==> config.mk <==
export PLATFORM = sky130hd
export DESIGN_NAME = mem_io_responder
export DESIGN_NICKNAME = d
export VERILOG_FILES = /design/src/rtl/mem_io_responder.sv
export SDC_FILE = /design/constraint.sdc
export NUM_CORES = 1
export LEC_CHECK = 0
export BUFFER_PORTS_ARGS = -buffer_cell sky130_fd_sc_hd__buf_4
export CORE_ASPECT_RATIO = 0.75
export CORE_UTILIZATION = 65
export DETAILED_ROUTE_END_ITERATION = 6
export HOLD_SLACK_MARGIN = 0.15
export PLACE_DENSITY_LB_ADDON = 0.05
export SETUP_SLACK_MARGIN = 0.5
export SLEW_MARGIN = 20
export SYNTH_ARGS = -nofsm -noshare
export SYNTH_HDL_FRONTEND = slang
export SYNTH_SLANG_ARGS = --single-unit
==> constraint.sdc <==
create_clock -name clk_in -period 4.8 [get_ports clk_in]
set_clock_uncertainty 0.15 [all_clocks]
set_input_delay 0.72 -clock clk_in [delete_from_list [all_inputs] [get_ports clk_in]]
set_output_delay 0.72 -clock clk_in [all_outputs]
set_load 0.05 [all_outputs]
==> src/rtl/mem_io_responder.sv <==
// Bus target for the CPU byte bus: RAM pass-through, RX/TX byte FIFOs and a free-running
// cycle counter in the 0x3xxxx I/O window, with CPU stall and sticky program-stop.
module mem_io_responder #(
    parameter int RAM_AW   = 17,
    parameter int RX_DEPTH = 16,
    parameter int TX_DEPTH = 16
) (
    input  logic              clk_in,
    input  logic              rst_in,
    input  logic [31:0]       bus_a,
    input  logic              bus_wr,
    input  logic [7:0]        bus_din,
    output logic [7:0]        bus_dout,
    output logic              cpu_rdy_out,
    output logic [RAM_AW-1:0] ram_a,
    output logic              ram_we,
    output logic [7:0]        ram_wdata,
    input  logic [7:0]        ram_rdata,
    input  logic              rx_valid,
    input  logic [7:0]        rx_data,
    output logic              rx_ready,
    output logic              tx_valid,
    output logic [7:0]        tx_data,
    input  logic              tx_ready,
    output logic              prog_stop
);
    localparam int RXW = $clog2(RX_DEPTH);
    localparam int TXW = $clog2(TX_DEPTH);

    logic [7:0]  r_rx_mem [RX_DEPTH];
    logic [7:0]  r_tx_mem [TX_DEPTH];
    logic [RXW:0] r_rx_wp, r_rx_rp;
    logic [TXW:0] r_tx_wp, r_tx_rp;
    logic [31:0] r_cnt, r_cnt_snap;
    logic        r_halted;
    logic        r_sel_q;
    logic [7:0]  r_io_q;

    logic        w_io, w_is_00, w_is_04;
    logic        w_rx_pop_req, w_tx_push_req, w_stop;
    logic        w_rx_empty, w_rx_full, w_tx_empty, w_tx_full;
    logic        w_rx_push, w_rx_pop, w_tx_push, w_tx_pop;
    logic [7:0]  w_tx_push_data, w_io_rdata;
    logic        w_unused;

    assign w_unused = ^bus_a[31:18];

    assign w_io    = (bus_a[17:16] == 2'b11);
    assign w_is_00 = (bus_a[17:0] == 18'h30000);
    assign w_is_04 = (bus_a[17:0] == 18'h30004);

    assign w_rx_pop_req  = ~bus_wr & w_is_00;
    assign w_tx_push_req = bus_wr & ((w_is_00 & (bus_din != 8'h00)) | w_is_04);
    assign w_stop        = bus_wr & w_is_04;
    assign w_tx_push_data = w_is_04 ? 8'h00 : bus_din;

    // Full/empty from the extra pointer MSB; the low bits index storage.
    assign w_rx_empty = (r_rx_wp == r_rx_rp);
    assign w_rx_full  = (r_rx_wp[RXW] != r_rx_rp[RXW]) && (r_rx_wp[RXW-1:0] == r_rx_rp[RXW-1:0]);
    assign w_tx_empty = (r_tx_wp == r_tx_rp);
    assign w_tx_full  = (r_tx_wp[TXW] != r_tx_rp[TXW]) && (r_tx_wp[TXW-1:0] == r_tx_rp[TXW-1:0]);

    assign cpu_rdy_out = ~r_halted & ~(w_rx_pop_req & w_rx_empty) & ~(w_tx_push_req & w_tx_full);

    assign w_rx_push = rx_valid & ~w_rx_full;
    assign w_rx_pop  = w_rx_pop_req & cpu_rdy_out;
    assign w_tx_push = w_tx_push_req & cpu_rdy_out;
    assign w_tx_pop  = ~w_tx_empty & tx_ready;

    assign ram_a     = bus_a[RAM_AW-1:0];
    assign ram_wdata = bus_din;
    assign ram_we    = bus_wr & ~w_io & cpu_rdy_out;

    assign rx_ready  = ~w_rx_full;
    assign tx_valid  = ~w_tx_empty;
    assign tx_data   = r_tx_mem[r_tx_rp[TXW-1:0]];
    assign prog_stop = r_halted;
    assign bus_dout  = r_sel_q ? r_io_q : ram_rdata;

    always_comb begin
        w_io_rdata = 8'h00;
        case (bus_a[17:0])
            18'h30000: w_io_rdata = r_rx_mem[r_rx_rp[RXW-1:0]];
            18'h30004: w_io_rdata = r_cnt[7:0];
            18'h30005: w_io_rdata = r_cnt_snap[15:8];
            18'h30006: w_io_rdata = r_cnt_snap[23:16];
            18'h30007: w_io_rdata = r_cnt_snap[31:24];
            default:   w_io_rdata = 8'h00;
        endcase
    end

    // Storage is not reset: clearing the pointers discards the contents.
    always_ff @(posedge clk_in) begin
        if (w_rx_push) r_rx_mem[r_rx_wp[RXW-1:0]] <= rx_data;
        if (w_tx_push) r_tx_mem[r_tx_wp[TXW-1:0]] <= w_tx_push_data;
    end

    always_ff @(posedge clk_in or negedge rst_in) begin
        if (!rst_in) begin
            r_rx_wp    <= '0;
            r_rx_rp    <= '0;
            r_tx_wp    <= '0;
            r_tx_rp    <= '0;
            r_cnt      <= 32'd0;
            r_cnt_snap <= 32'd0;
            r_halted   <= 1'b0;
            r_sel_q    <= 1'b1;
            r_io_q     <= 8'h00;
        end else begin
            r_cnt <= r_cnt + 32'd1;
            if (cpu_rdy_out) begin
                r_sel_q <= w_io;
                r_io_q  <= w_io_rdata;
                if (w_io & ~bus_wr & w_is_04) r_cnt_snap <= r_cnt;
                if (w_io & w_stop)            r_halted   <= 1'b1;
            end
            if (w_rx_push) r_rx_wp <= r_rx_wp + (RXW+1)'(1);
            if (w_rx_pop)  r_rx_rp <= r_rx_rp + (RXW+1)'(1);
            if (w_tx_push) r_tx_wp <= r_tx_wp + (TXW+1)'(1);
            if (w_tx_pop)  r_tx_rp <= r_tx_rp + (TXW+1)'(1);
        end
    end
endmodule

Yosys cells after proc, flatten, opt, wreduce, memory -nomap -nowiden
Memories as Yosys holds them, arrays and structs flattened.
Index checks and enable logic that the tools add are counted.
Widths: inputs -> output; s select.

storage, ports and cells
  memories kept = 2
  bits in writable memories = 256
  register bits after elaboration = 94
  input port bits = 61
  output and inout bits = 46
  word-level logic and storage cells = 65

cells by class
  eq/ne operators = 12
  $add $sub $neg = 5
  reduce and logical (&&, ||, !) cells = 5
  multiplexer cells = 7
  bitwise gates (word level) = 25

memories
  name      depth  bits a word  rd ports  clocked after Yosys merged registers in  write ports  line  text
  r_rx_mem  16     8            1         0                                        1            30    logic [7:0] r_rx_mem [RX_DEPTH];
  r_tx_mem  16     8            1         0                                        1            31    logic [7:0] r_tx_mem [TX_DEPTH];

operators with widths
  operator               number
  $eq 18x18->1 const B   5
  $pmux 8 s5             1
  $add 32x1->32 const B  1
  $add 5x1->5 const B    4
  $and 1x1->1            17
  $mux 8                 2
  $eq 5x5->1             2
  $eq 4x4->1             2
  $reduce_bool 8->1      1
  $not 1->1              7
  $mux 1                 4
  $reduce_and 2->1       2
  $eq 2x2->1 const B     1
  $logic_and 1x1->1      2
  $ne 1x1->1             2
  $or 1x1->1             1

Depth between registers and ports, before layout
Gate-level depths: netlist of run 1.

  word-level depth = 10
  depth in mapped cells = 7

Worst setup path after synthesis of run 1
No wires, ideal clock.

  path type = input port to output port
  start = input port bus_din[2]
  end = output port ram_we
  arrival = 2.537 ns
  path slack = 1.393 ns
  stages = 5
  data required time = 3.930 ns
  cell sequence = or4_1 o41ai_1 o31a_1 buf_6 and3_1

on the way
  longest elaborated chain between the ends = 8

RTL lines
  item                   line  text
  start, declared        12    input logic [7:0] bus_din,
  $reduce_bool 8->1      53    assign w_tx_push_req = bus_wr & ((w_is_00 & (bus_din != 8'h00)) | w_is_04);
  $and 1x1->1            53
  $or 1x1->1             53
  $and 1x1->1            53
  $and 1x1->1            63    assign cpu_rdy_out = ~r_halted & ~(w_rx_pop_req & w_rx_empty) & ~(w_tx_push_req & w_tx_full);
  $not 1->1              63
  $and 1x1->1            63
  named net cpu_rdy_out  14    output logic cpu_rdy_out,
  $and 1x1->1            72    assign ram_we = bus_wr & ~w_io & cpu_rdy_out;
  end, declared          16    output logic ram_we,

The timed path passes the listed nets, and every way through them passes these cells.

Worst setup path after layout of run 1
  start = register r_rx_rp[2]
  end = output port ram_we

on the way
  longest elaborated chain between the ends = 6

RTL lines
  item                      line  text
  start, declared           32    logic [RXW:0] r_rx_wp, r_rx_rp;
  start signal, assigned    118   if (w_rx_pop) r_rx_rp <= r_rx_rp + (RXW+1)'(1);
  $eq 5x5->1                58    assign w_rx_empty = (r_rx_wp == r_rx_rp);
  $and 1x1->1               63
  $not 1->1                 63
  $and 1x1->1 (2 in a row)  63
  $and 1x1->1               72

Every way passes these cells.

==> results of run 1 <==
-- through the flow --
stage	util, %	hold slack [ns]
after floorplan	-	0.2744
after global placement	69.75	0.3044
after detailed placement	69.75	0.3079
after CTS	74.53	0.1546
after global routing	74.53	0.1976
final	74.53	0.1407
-- registers in the layout, summed over array words and instances (netlist names) --
register    flops
r_tx_mem      128
r_rx_rp         5
r_cnt          32
r_rx_mem      128
prog_stop       1
r_rx_wp         5
r_sel_q         1
r_io_q          8
r_tx_rp         5
r_tx_wp         5
r_cnt_snap     24
-- worst max-delay path by stage --
| stage | start | endpoint | slack (ns) | cells past startpoint |
|---|---|---|---|---|
| final | r_rx_rp[2] | ram_we | 0.75 | 6 |
| after global routing | r_rx_rp[2] | ram_we | 0.55 | 6 |
| after CTS | r_rx_rp[2] | ram_we | 0.76 | 6 |
| after detailed placement | bus_din[2] | ram_we | 1.03 | 6 |
| after global placement | bus_din[2] | ram_we | 1.01 | 6 |
| after floorplan | bus_din[2] | ram_we | 1.39 | 5 |
-- cell usage in the layout (no fill, tap or decap), types with 4 or more instances in the layout --
master	instances
sky130_fd_sc_hd__a221o_1	8
sky130_fd_sc_hd__a22oi_1	8
sky130_fd_sc_hd__and2_1	18
sky130_fd_sc_hd__and3_1	15
sky130_fd_sc_hd__buf_4	108
sky130_fd_sc_hd__clkbuf_1	14
sky130_fd_sc_hd__clkbuf_16	35
sky130_fd_sc_hd__clkbuf_8	6
sky130_fd_sc_hd__clkinv_2	4
sky130_fd_sc_hd__dfrtp_1	83
sky130_fd_sc_hd__edfxtp_1	256
sky130_fd_sc_hd__ha_1	11
sky130_fd_sc_hd__inv_1	13
sky130_fd_sc_hd__mux2_2	62
sky130_fd_sc_hd__mux2_4	4
sky130_fd_sc_hd__mux4_1	18
sky130_fd_sc_hd__mux4_2	54
sky130_fd_sc_hd__nand2_1	30
sky130_fd_sc_hd__nand3_1	23
sky130_fd_sc_hd__nand4_1	18
sky130_fd_sc_hd__nor2_1	21
sky130_fd_sc_hd__nor3_1	9
sky130_fd_sc_hd__nor3b_1	4
sky130_fd_sc_hd__nor4_1	7
sky130_fd_sc_hd__o22ai_1	7
sky130_fd_sc_hd__xnor2_1	41
sky130_fd_sc_hd__xor2_1	16
-- critical path, stage by stage, from the launching register on --
cell and delay [ns]:
sky130_fd_sc_hd__dfrtp_1 0.98, sky130_fd_sc_hd__xor2_1 0.15, sky130_fd_sc_hd__nor4_1 0.62, sky130_fd_sc_hd__a41oi_1 0.22, sky130_fd_sc_hd__o31a_1 0.27, sky130_fd_sc_hd__and3_1 0.24, sky130_fd_sc_hd__buf_4 0.18
-- kinds of logic (layout without fill, tap and decap cells) --
family	count (synthesis)	after routing	share of synthesized area, %
AOI/OAI and AO/OA	33	33	1.795
and+or+nand+nor	163	163	6.279
buffers and inverters	75	182	3.127
xor gates and xnor gates	57	57	3.427
muxes	139	139	16.87
adders and majority gates	11	11	0.9448
DFF	342	342	67.56
-- where the power goes --
group | leakage [nW] | switching [mW] | total, mW | internal, mW
registers | 3.47 | 0.163 | 3.50 | 3.34
logic | 2.01 | 0.848 | 1.45 | 0.605
clock network | 0.517 | 1.06 | 2.51 | 1.45
-- layout make-up --
class	instances	area (um^2)
Sequential cell	342	9843
Fill cell	1253	5602
Multi-Input combinational cell	403	4270
Clock buffer	55	1011
Timing Repair Buffer	108	810.8
Tap cell	294	367.9
Inverter	13	48.80
Clock inverter	6	40.04
-- layer usage --
metal	track usage [%]	vias to the layer above	share of wire (%)
met5	0	-	0
met2	43.41	330	46
li1	-	3383	-
met1	45.17	4117	45
met3	4.398	44	7.3
met4	5.990	0	1.5
==> qor.yml, run 1 <==
clocking:
  cts.repair_timing.setup_buffer_count: 0
  worst_setup_hold_path_clk_slew_ns: 0.06
  cts_htree_levels: 2
  cts.path.max_buffers: 3
  cts_resized: 0
  tritoncts_clock_tree: "done"
  cts_num_sinks: 342
  clockRootBuffer: "sky130_fd_sc_hd__clkbuf_16"
  cts_hold_buf: 0
  tritoncts.num_buffers: 34
  worst_skew_pair.late_latency_ns: 0.52
power:
  power.density_nw_per_um2: 455.7
  ir_worst_vdd_mv: 0.2991
  total_leakage_power_nw: 5.995
  power.total_mw: 7.469
logic_synthesis:
  post_synth_main_area_contributors: "sky130_fd_sc_hd__edfxtp_1, sky130_fd_sc_hd__dfrtp_1, sky130_fd_sc_hd__mux4_2, sky130_fd_sc_hd__mux2_2, sky130_fd_sc_hd__mux4_1"
  synthDistinctLibCells: 54
  synth_top_cells_by_count: "sky130_fd_sc_hd__edfxtp_1, sky130_fd_sc_hd__dfrtp_1, sky130_fd_sc_hd__mux2_2"
  ys_async_sr_fraction_pct: 25.15
  synthDominantCellAreaShare_pct: 52.77
  avgSynthCellArea_um2: 17.76
  post_synth_instance_area_um2: 14570
  synth_most_common_cell: "sky130_fd_sc_hd__edfxtp_1"
  postSynthRegisterBits: 342
  post_synth_inst_count: 820
  synth_warn: 0
  netlist.top_cell.by_area: "sky130_fd_sc_hd__edfxtp_1"
  synthesis.nets: 892
  postSynth.topFlopCell: "sky130_fd_sc_hd__edfxtp_1"
  synth_enable_flop_cells: 256
  synth_seq_area_share_pct: 67.56
cells_and_area:
  drive_above_1_share_pct: 30.53
  stdcell_area_um2: 16390
  layout_stage_area_growth_over_the_synthesis_result_pct: 12.53
  count_of_inserted_antenna_diode_cells: 0
  final-instance-count-excl-fill: 1221
  fin_nets: 974
sta:
  fin_tns_setup_ns: 0
  timing.final.crit_share_pct: 84.35
  worstMarginPinSlew_ns: 1.012
  setup_viol_count_final: 0
  slew_violations: 0
  setup_repair_after_global_routing_missed_its_margin: "false"
  min_period_ns: 4.049
  worst_slack_ns: 0.7514
  worst_slew_margin_rel_pct: 32.29
  finalHoldViolations: 0
  timing.fmax_mhz: 247.0
routing:
  avgRoutedWirePerCell_um: 25.74
  drt_iter0_markers: 891
  drt_wl_total_mm: 31.43
  remaining_drc_errors: 0
  via_count: 7874
  post_route_ant_nets: 0
  first_pass_iters: 5
  route.detailed.vias_per_inst: 6.449
setup_path:
  critical_path_arrival_ns: 3.18
  reg2reg_setup_slack_ns: 1.30
  setup.worst_path.class: "flip-flop to primary output"
  worstSetupEndpointType: "primary output"
  crit_path_start_kind: "flip-flop"
  r2r-end: "r_rx_mem[12][1]"
  timing.rr.start: "r_rx_rp[2]"
  timing.critical_path.fanout_max: 21
  reg2regPathDepth: 5
  crit_required_ns: 3.93
place:
  placement.setup.worst_slack_ns: 1.029
  port_buffers: 92
  dp.cells: 1160
  placement.cell_area_um2: 15340
  dpl.hpwl_mm: 20.60
  finalWeightedCongestion: 0.8858
grt:
  grt.overflow.total: 0
  vias_in_the_first_global_route: 7920
  antenna_found_initial: 0
  grt_max_degree: 58
  grt_first_pass_wirelength_mm: 48.30
  grt.total_usage_pct: 28.71
min_path:
  hold_path.class: "primary input to asynchronous set/reset pin"
outcome:
  outcome: "complete, no violations"
floorplan:
  die_footprint_um2: 23020
  pin_count: 107
  placeableCoreArea_um2: 21990
  dieWidth_um: 174.9
  initial_core_util_pct: 66.23
  rows: 47
  fp.dieH_um: 131.6
flow_run:
  drv_cap: 0
Power figures use the tool's default switching activity.
==> run 2, diff against run 1 <==
--- a/config.mk
+++ b/config.mk
@@ -7,7 +7,7 @@
 export LEC_CHECK = 0
 export BUFFER_PORTS_ARGS = -buffer_cell sky130_fd_sc_hd__buf_4
 export CORE_ASPECT_RATIO = 0.75
-export CORE_UTILIZATION = 65
+export CORE_UTILIZATION = 60
 export DETAILED_ROUTE_END_ITERATION = 6
 export HOLD_SLACK_MARGIN = 0.15
 export PLACE_DENSITY_LB_ADDON = 0.05
==> constraint.sdc (replaced) <==
create_clock -name clk_in -period 3.8 [get_ports clk_in]
set_clock_uncertainty 0.15 [all_clocks]
set_input_delay 0.57 -clock clk_in [delete_from_list [all_inputs] [get_ports clk_in]]
set_output_delay 0.57 -clock clk_in [all_outputs]
set_load 0.05 [all_outputs]
==> qor.yml, run 2 (synthesis gave the netlist of run 1 again) <==
outcome:
  outcome: "complete, no violations"
clocking:
  clockRootBuffer: "sky130_fd_sc_hd__clkbuf_16"
  cts_htree_levels: 2  # unchanged
  tritoncts.num_buffers: 34  # unchanged
  tritoncts_clock_tree: "done"
  worst_setup_hold_path_clk_slew_ns: 0.06  # about the same
  cts_num_sinks: 342  # unchanged
  cts.path.max_buffers: 3  # unchanged
  worst_skew_pair.late_latency_ns: 0.51  # about the same
cells_and_area:
  count_of_inserted_antenna_diode_cells: 0  # unchanged
  final-instance-count-excl-fill: 1248  # +2.2%
  layout_stage_area_growth_over_the_synthesis_result_pct: 14.37
  fin_nets: 997  # +2.4%
  drive_above_1_share_pct: 32.59  # +2.1 points
  layout.cells.most_common: "sky130_fd_sc_hd__edfxtp_1"
  filler_cell_count: 1469  # +17%
  final_cell_mix: "sky130_fd_sc_hd__edfxtp_1, sky130_fd_sc_hd__buf_4, sky130_fd_sc_hd__dfrtp_1"
setup_path:
  timing.critical_path.mode_cell: "sky130_fd_sc_hd__mux4_2"
  reg2regPathDepth: 5  # unchanged
  critical_path_arrival_ns: 2.49  # -0.69 ns
  startpoint: "r_tx_rp[0]"
  crit_path_start_kind: "flip-flop"
  crit_required_ns: 3.08  # -0.85 ns
  critical_path.max_stage_delay_ns: 0.56  # -0.42 ns
  setup.worst_path.class: "flip-flop to primary output"
  r2r-end: "r_tx_mem[0][2]"
  timing.rr.start: "r_tx_wp[3]"
  reg2reg_setup_slack_ns: 0.98  # -0.32 ns
  dominant_delay_contributor_by_cell_family_on_the_critical_path: "multiplexers"
  worstSetupEndpointType: "primary output"
  cp-endpoint: "tx_data[7]"
  path_buf_inv: 2  # +1
  path_cells: "buf_12, mux4_2, mux4_2, buf_4"
  cp_num_cells: 4  # -2
  timing.critical_path.fanout_max: 27  # +29%
  critPathSlowestCell: "sky130_fd_sc_hd__mux4_2"
sta:
  min_period_ns: 3.208
  setup_viol_count_final: 0  # unchanged
  finalHoldViolations: 0  # unchanged
  setup_repair_after_global_routing_missed_its_margin: "false"
  worst_slew_margin_rel_pct: 36.19  # +3.9 points
  timing.fmax_mhz: 311.7
  worstMarginPinSlew_ns: 0.9493  # -0.06254 ns
  timing.final.crit_share_pct: 84.43
  fin_tns_setup_ns: 0  # unchanged
  slew_violations: 0  # unchanged
floorplan:
  initial_core_util_pct: 62.19  # -4.0 points
  die_footprint_um2: 24910  # +8.2%
  placeableCoreArea_um2: 23420  # +6.5%
  pin_count: 107  # unchanged
  rows: 48  # +2.1%
  dieWidth_um: 181.9  # +4.0%
  fp.dieH_um: 136.9  # +4.0%
grt:
  grt_first_pass_wirelength_mm: 46.44  # -3.9%
  grt_max_degree: 72  # +24%
  grt.total_usage_pct: 25.68  # -3.0 points
  antenna_found_initial: 0  # unchanged
  grt.overflow.total: 0  # unchanged
  vias_in_the_first_global_route: 7849  # -0.90%
routing:
  avgRoutedWirePerCell_um: 24.37  # -5.3%
  route.detailed.vias_per_inst: 6.221  # -3.5%
  drt_iter0_markers: 722  # -19%
  via_count: 7764  # -1.4%
  drt_wl_total_mm: 30.41  # -3.2%
  remaining_drc_errors: 0  # unchanged
  post_route_ant_nets: 0  # unchanged
  first_pass_iters: 5  # unchanged
place:
  finalWeightedCongestion: 0.8179  # -7.7%
  dpl.hpwl_mm: 20.35  # -1.2%
  port_buffers: 92  # unchanged
  dp.cells: 1184  # +2.1%
min_path:
  hold_path.class: "primary input to flip-flop"
power:
  ir_worst_vdd_mv: 0.3958  # +32%
  total_leakage_power_nw: 6.135  # +2.3%
  power.density_nw_per_um2: 577.0  # +27%
  power.total_mw: 9.613  # +29%
flow_run:
  drv_cap: 0  # unchanged
run 2: final cells by class:
cell class | count | area (um^2) | share of cell area (%)
inverter | 13 | 48.80 | 0.2929
tap | 300 | 375.4 | 2.253
clock inverter | 17 | 138.9 | 0.8336
sequential | 342 | 9848 | 59.11
timing repair buffer | 131 | 1015 | 6.091
clock buffer | 42 | 954.7 | 5.730
multi-input combinational | 403 | 4279 | 25.69
run 2: metal layers:
| layer | GRT usage, % | part of all wire, % | up-vias |
|---|---|---|---|
| met2 | 40.24 | 47 | 255 |
| met1 | 38.19 | 45 | 4042 |
| met5 | 0 | 0 | - |
| li1 | - | - | 3429 |
| met4 | 5.509 | 1.4 | 0 |
| met3 | 4.896 | 6.7 | 38 |
run 2: worst register-to-register path, delay by kind of cell, from the launching register on:
| family | cells | cell delay [ns] |
|---|---|---|
| and+or+nand+nor | 3 | 0.93 |
| DFF | 1 | 0.60 |
| AOI/OAI and AO/OA | 1 | 0.50 |
| xor gates and xnor gates | 1 | 0.27 |
run 2: worst min-delay path by stage:
stage	start	to	slack, ns	cells past startpoint
3_3_place_gp	r_cnt[31]	r_cnt[31]	0.30	1
3_5_place_dp	r_cnt[31]	r_cnt[31]	0.32	1
6_report	bus_a[17]	r_sel_q	0.19	3
2_1_floorplan	rst_in	prog_stop	0.12	0
4_1_cts	bus_a[17]	r_sel_q	0.17	3
5_1_grt	bus_a[17]	r_sel_q	0.21	3
run 2: per-stage QoR:
stage | area [um^2] | hold WS (ns) | utilization [%] | setup WS, ns
final | 16660 | 0.1918 | 71.13 | 0.5918
after floorplan | 14570 | 0.1244 | - | 0.6929
after global placement | 15510 | 0.3028 | 66.21 | 0.6795
after CTS | 16640 | 0.1747 | 71.05 | 0.5483
after global routing | 16660 | 0.2129 | 71.13 | 0.5067
after detailed placement | 15510 | 0.3249 | 66.21 | 0.6078
run 2: timing repair:
action / 4_1_cts / 5_1_grt
pin swaps: 0 / 1
hold buffers: 1 / 0
setup buffers: 2 / 2
gates resized for setup: 3 / 2
setup endpoints to repair: 9 / 1
endpoints found under the hold margin: 69 / 0
run 2: power by group:
| part | switching (mW) | leakage, nW | internal [mW] |
|---|---|---|---|
| registers | 0.135 | 3.46 | 4.22 |
| logic | 1.15 | 2.14 | 0.838 |
| clock network | 1.35 | 0.530 | 1.92 |
==> run 3, diff against run 2 <==
--- a/config.mk
+++ b/config.mk
@@ -7,7 +7,7 @@
 export LEC_CHECK = 0
 export BUFFER_PORTS_ARGS = -buffer_cell sky130_fd_sc_hd__buf_4
 export CORE_ASPECT_RATIO = 0.75
-export CORE_UTILIZATION = 60
+export CORE_UTILIZATION = 54
 export DETAILED_ROUTE_END_ITERATION = 6
 export HOLD_SLACK_MARGIN = 0.15
 export PLACE_DENSITY_LB_ADDON = 0.05
==> constraint.sdc (replaced) <==
create_clock -name clk_in -period 2.7 [get_ports clk_in]
set_clock_uncertainty 0.15 [all_clocks]
set_input_delay 0.405 -clock clk_in [delete_from_list [all_inputs] [get_ports clk_in]]
set_output_delay 0.405 -clock clk_in [all_outputs]
set_load 0.05 [all_outputs]
==> qor.yml, run 3 (synthesis gave the netlist of run 1 again) <==
setup_path:
  crit_required_ns: 2.14  # -0.94 ns
  setup.worst_path.class: "flip-flop to primary output"
  worstSetupEndpointType: "primary output"
  path_buf_inv: 2  # unchanged
  critPathSlowestCell: "sky130_fd_sc_hd__mux4_2"
  critical_path.max_stage_delay_ns: 0.56  # about the same
  crit_path_start_kind: "flip-flop"
  dominant_delay_contributor_by_cell_family_on_the_critical_path: "multiplexers"
  path_cells: "buf_12, mux4_2, mux4_2, buf_6"
  timing.critical_path.mode_cell: "sky130_fd_sc_hd__mux4_2"
  timing.critical_path.fanout_max: 26  # -3.7%
  critical_path_arrival_ns: 2.43  # -0.06 ns
sta:
  finalHoldViolations: 0  # unchanged
  min_period_ns: 2.981
  timing.fmax_mhz: 335.5
  setup_viol_count_final: 9  # +9
  worstMarginPinSlew_ns: 0.7541  # -0.1952 ns
  worst_slack_ns: -0.2808  # -0.8726 ns
  setup_repair_after_global_routing_missed_its_margin: "true"
  hold-worst-slack_ns: 0.2304  # +0.03865 ns
  timing.final.crit_share_pct: 110.4
  worst_slew_margin_rel_pct: 49.72  # +14 points
  slew_violations: 0  # unchanged
clocking:
  clockRootBuffer: "sky130_fd_sc_hd__clkbuf_16"
  worst_setup_hold_path_clk_slew_ns: 0.06  # about the same
  cts.path.max_buffers: 3  # unchanged
  cts_htree_levels: 2  # unchanged
  tritoncts.num_buffers: 34  # unchanged
  cts_num_sinks: 342  # unchanged
  tritoncts_clock_tree: "done"
  worst_skew_pair.late_latency_ns: 0.51  # about the same
floorplan:
  placeableCoreArea_um2: 26230  # +12%
  fp.dieH_um: 144.2  # +5.3%
  dieWidth_um: 191.7  # +5.4%
  rows: 51  # +6.3%
  die_footprint_um2: 27640  # +11%
  pin_count: 107  # unchanged
  initial_core_util_pct: 55.54  # -6.6 points
grt:
  antenna_found_initial: 0  # unchanged
  vias_in_the_first_global_route: 8192  # +4.4%
  grt_max_degree: 54  # -25%
  grt.total_usage_pct: 24.43  # -1.3 points
  grt.overflow.total: 0  # unchanged
  grt_first_pass_wirelength_mm: 49.05  # +5.6%
power:
  power.density_nw_per_um2: 785.5  # +36%
  switching_power_mw: 3.970  # +51%
  sw_frac_of_total_pct: 28.25  # +0.87 points
  ir_worst_vdd_mv: 0.6214  # +57%
  power.total_mw: 14.05  # +46%
  total_leakage_power_nw: 6.563  # +7.0%
  p_int_mw: 10.08  # +44%
  power.share.combinational_pct: 24.4  # +3.8 points
  share_seq_of_total_power_pct: 43.3  # -2.0 points
  clkPwrFrac_pct: 32.3  # -1.7 points
routing:
  drt_iter0_markers: 699  # -3.2%
  route.detailed.vias_per_inst: 5.943  # -4.5%
  routed.top_layer: "met4"
  drt_wl_total_mm: 32.14  # +5.7%
  via_count: 7976  # +2.7%
  m1WireLength_mm: 15.14  # +9.7%
  first_pass_iters: 5  # unchanged
  remaining_drc_errors: 0  # unchanged
  wl_met3_mm: 2.151  # +6.2%
  post_route_ant_nets: 0  # unchanged
  avgRoutedWirePerCell_um: 23.95  # -1.7%
  met2WireLength_mm: 14.45  # +2.1%
min_path:
  hold_path.class: "primary input to flip-flop"
place:
  port_buffers: 92  # unchanged
  finalWeightedCongestion: 0.7996  # -2.2%
  dpl.hpwl_mm: 21.22  # +4.3%
flow_run:
  drv_cap: 0  # unchanged
cells_and_area:
  fin_nets: 1044  # +4.7%
  layout_stage_area_growth_over_the_synthesis_result_pct: 22.82
  final_cell_mix: "sky130_fd_sc_hd__edfxtp_1, sky130_fd_sc_hd__buf_4, sky130_fd_sc_hd__dfrtp_1"
  drive_above_1_share_pct: 42.48  # +9.9 points
  filler_cell_count: 1705  # +16%
  total_area_of_multi_input_combinational_cells_um2: 4700  # +9.8%
  layout.core_utilization_pct: 68.22  # -2.9 points
  layout.cells.most_common: "sky130_fd_sc_hd__edfxtp_1"
  count_of_inserted_antenna_diode_cells: 0  # unchanged
  sequential_cell_area_um2: 9851  # about the same
outcome:
  failed_checks: "negative setup slack"
  outcome: "finished, violations left"
[run 3: tightest hold or removal path, stage by stage]
cell and delay, ns:
sky130_fd_sc_hd__buf_4 0.11, sky130_fd_sc_hd__a21boi_2 0.19, sky130_fd_sc_hd__xor2_1 0.13
[run 3: what timing repair did]
| action | in CTS | in global routing |
|---|---|---|
| pin swaps | 12 | 8 |
| endpoints found under the setup margin | 288 | 348 |
| gates resized for setup | 114 | 33 |
| gates cloned | 3 | 0 |
| setup buffers | 20 | 6 |
| hold buffers | 12 | 0 |
| endpoints found under the hold margin | 185 | 0 |
[run 3: cell type report]
type,instances,share of cell area [%]
clock buffer,48,5.518
timing repair buffer,178,9.966
clock inverter,14,0.4895
multi-input combinational,403,26.27
tap,344,2.406
inverter,13,0.2937
sequential,342,55.06
[run 3: final timing paths]
check	slack, ns	cells past startpoint	to	start
worst max-delay path	-0.28	4	tx_data[4]	r_tx_rp[0]
worst min register to register	0.32	1	r_cnt[31]	r_cnt[31]
worst min-delay path	0.23	3	r_tx_rp[0]	tx_ready
max in group asynchronous	1.31	3	r_sel_q	rst_in
worst max register to register	0.04	9	r_io_q[6]	r_rx_rp[0]
min in group asynchronous	0.39	2	r_cnt_snap[20]	rst_in
[run 3: per-stage QoR]
stage	TNS [ns]	instance area, um^2	setup slack, ns	instances
global route	-2.985	17890	-0.3583	1342
floorplan	0	14780	0.1857	820
detailed placement	-0.03739	15840	-0.005159	1239
CTS	-2.297	17720	-0.3061	1336
global placement	0	15840	0.02716	1239
finish	-2.149	17890	-0.2808	1342
[run 3: metal layers]
metal | up-vias | track usage (%)
li1 | 3505 | -
met4 | 0 | 5.013
met3 | 33 | 4.538
met1 | 4175 | 38.20
met2 | 263 | 35.96
met5 | - | 0
[run 3: power by group through the flow]
stage                     logic [mW]  clock network, mW  registers (mW)
after CTS                       3.35               4.61            6.07
final                           3.43               4.54            6.08
after floorplan                 2.20                  0            6.12
after global routing            3.65               4.81            6.10
after global placement          2.93                  0            6.15
after detailed placement        3.00                  0            6.17
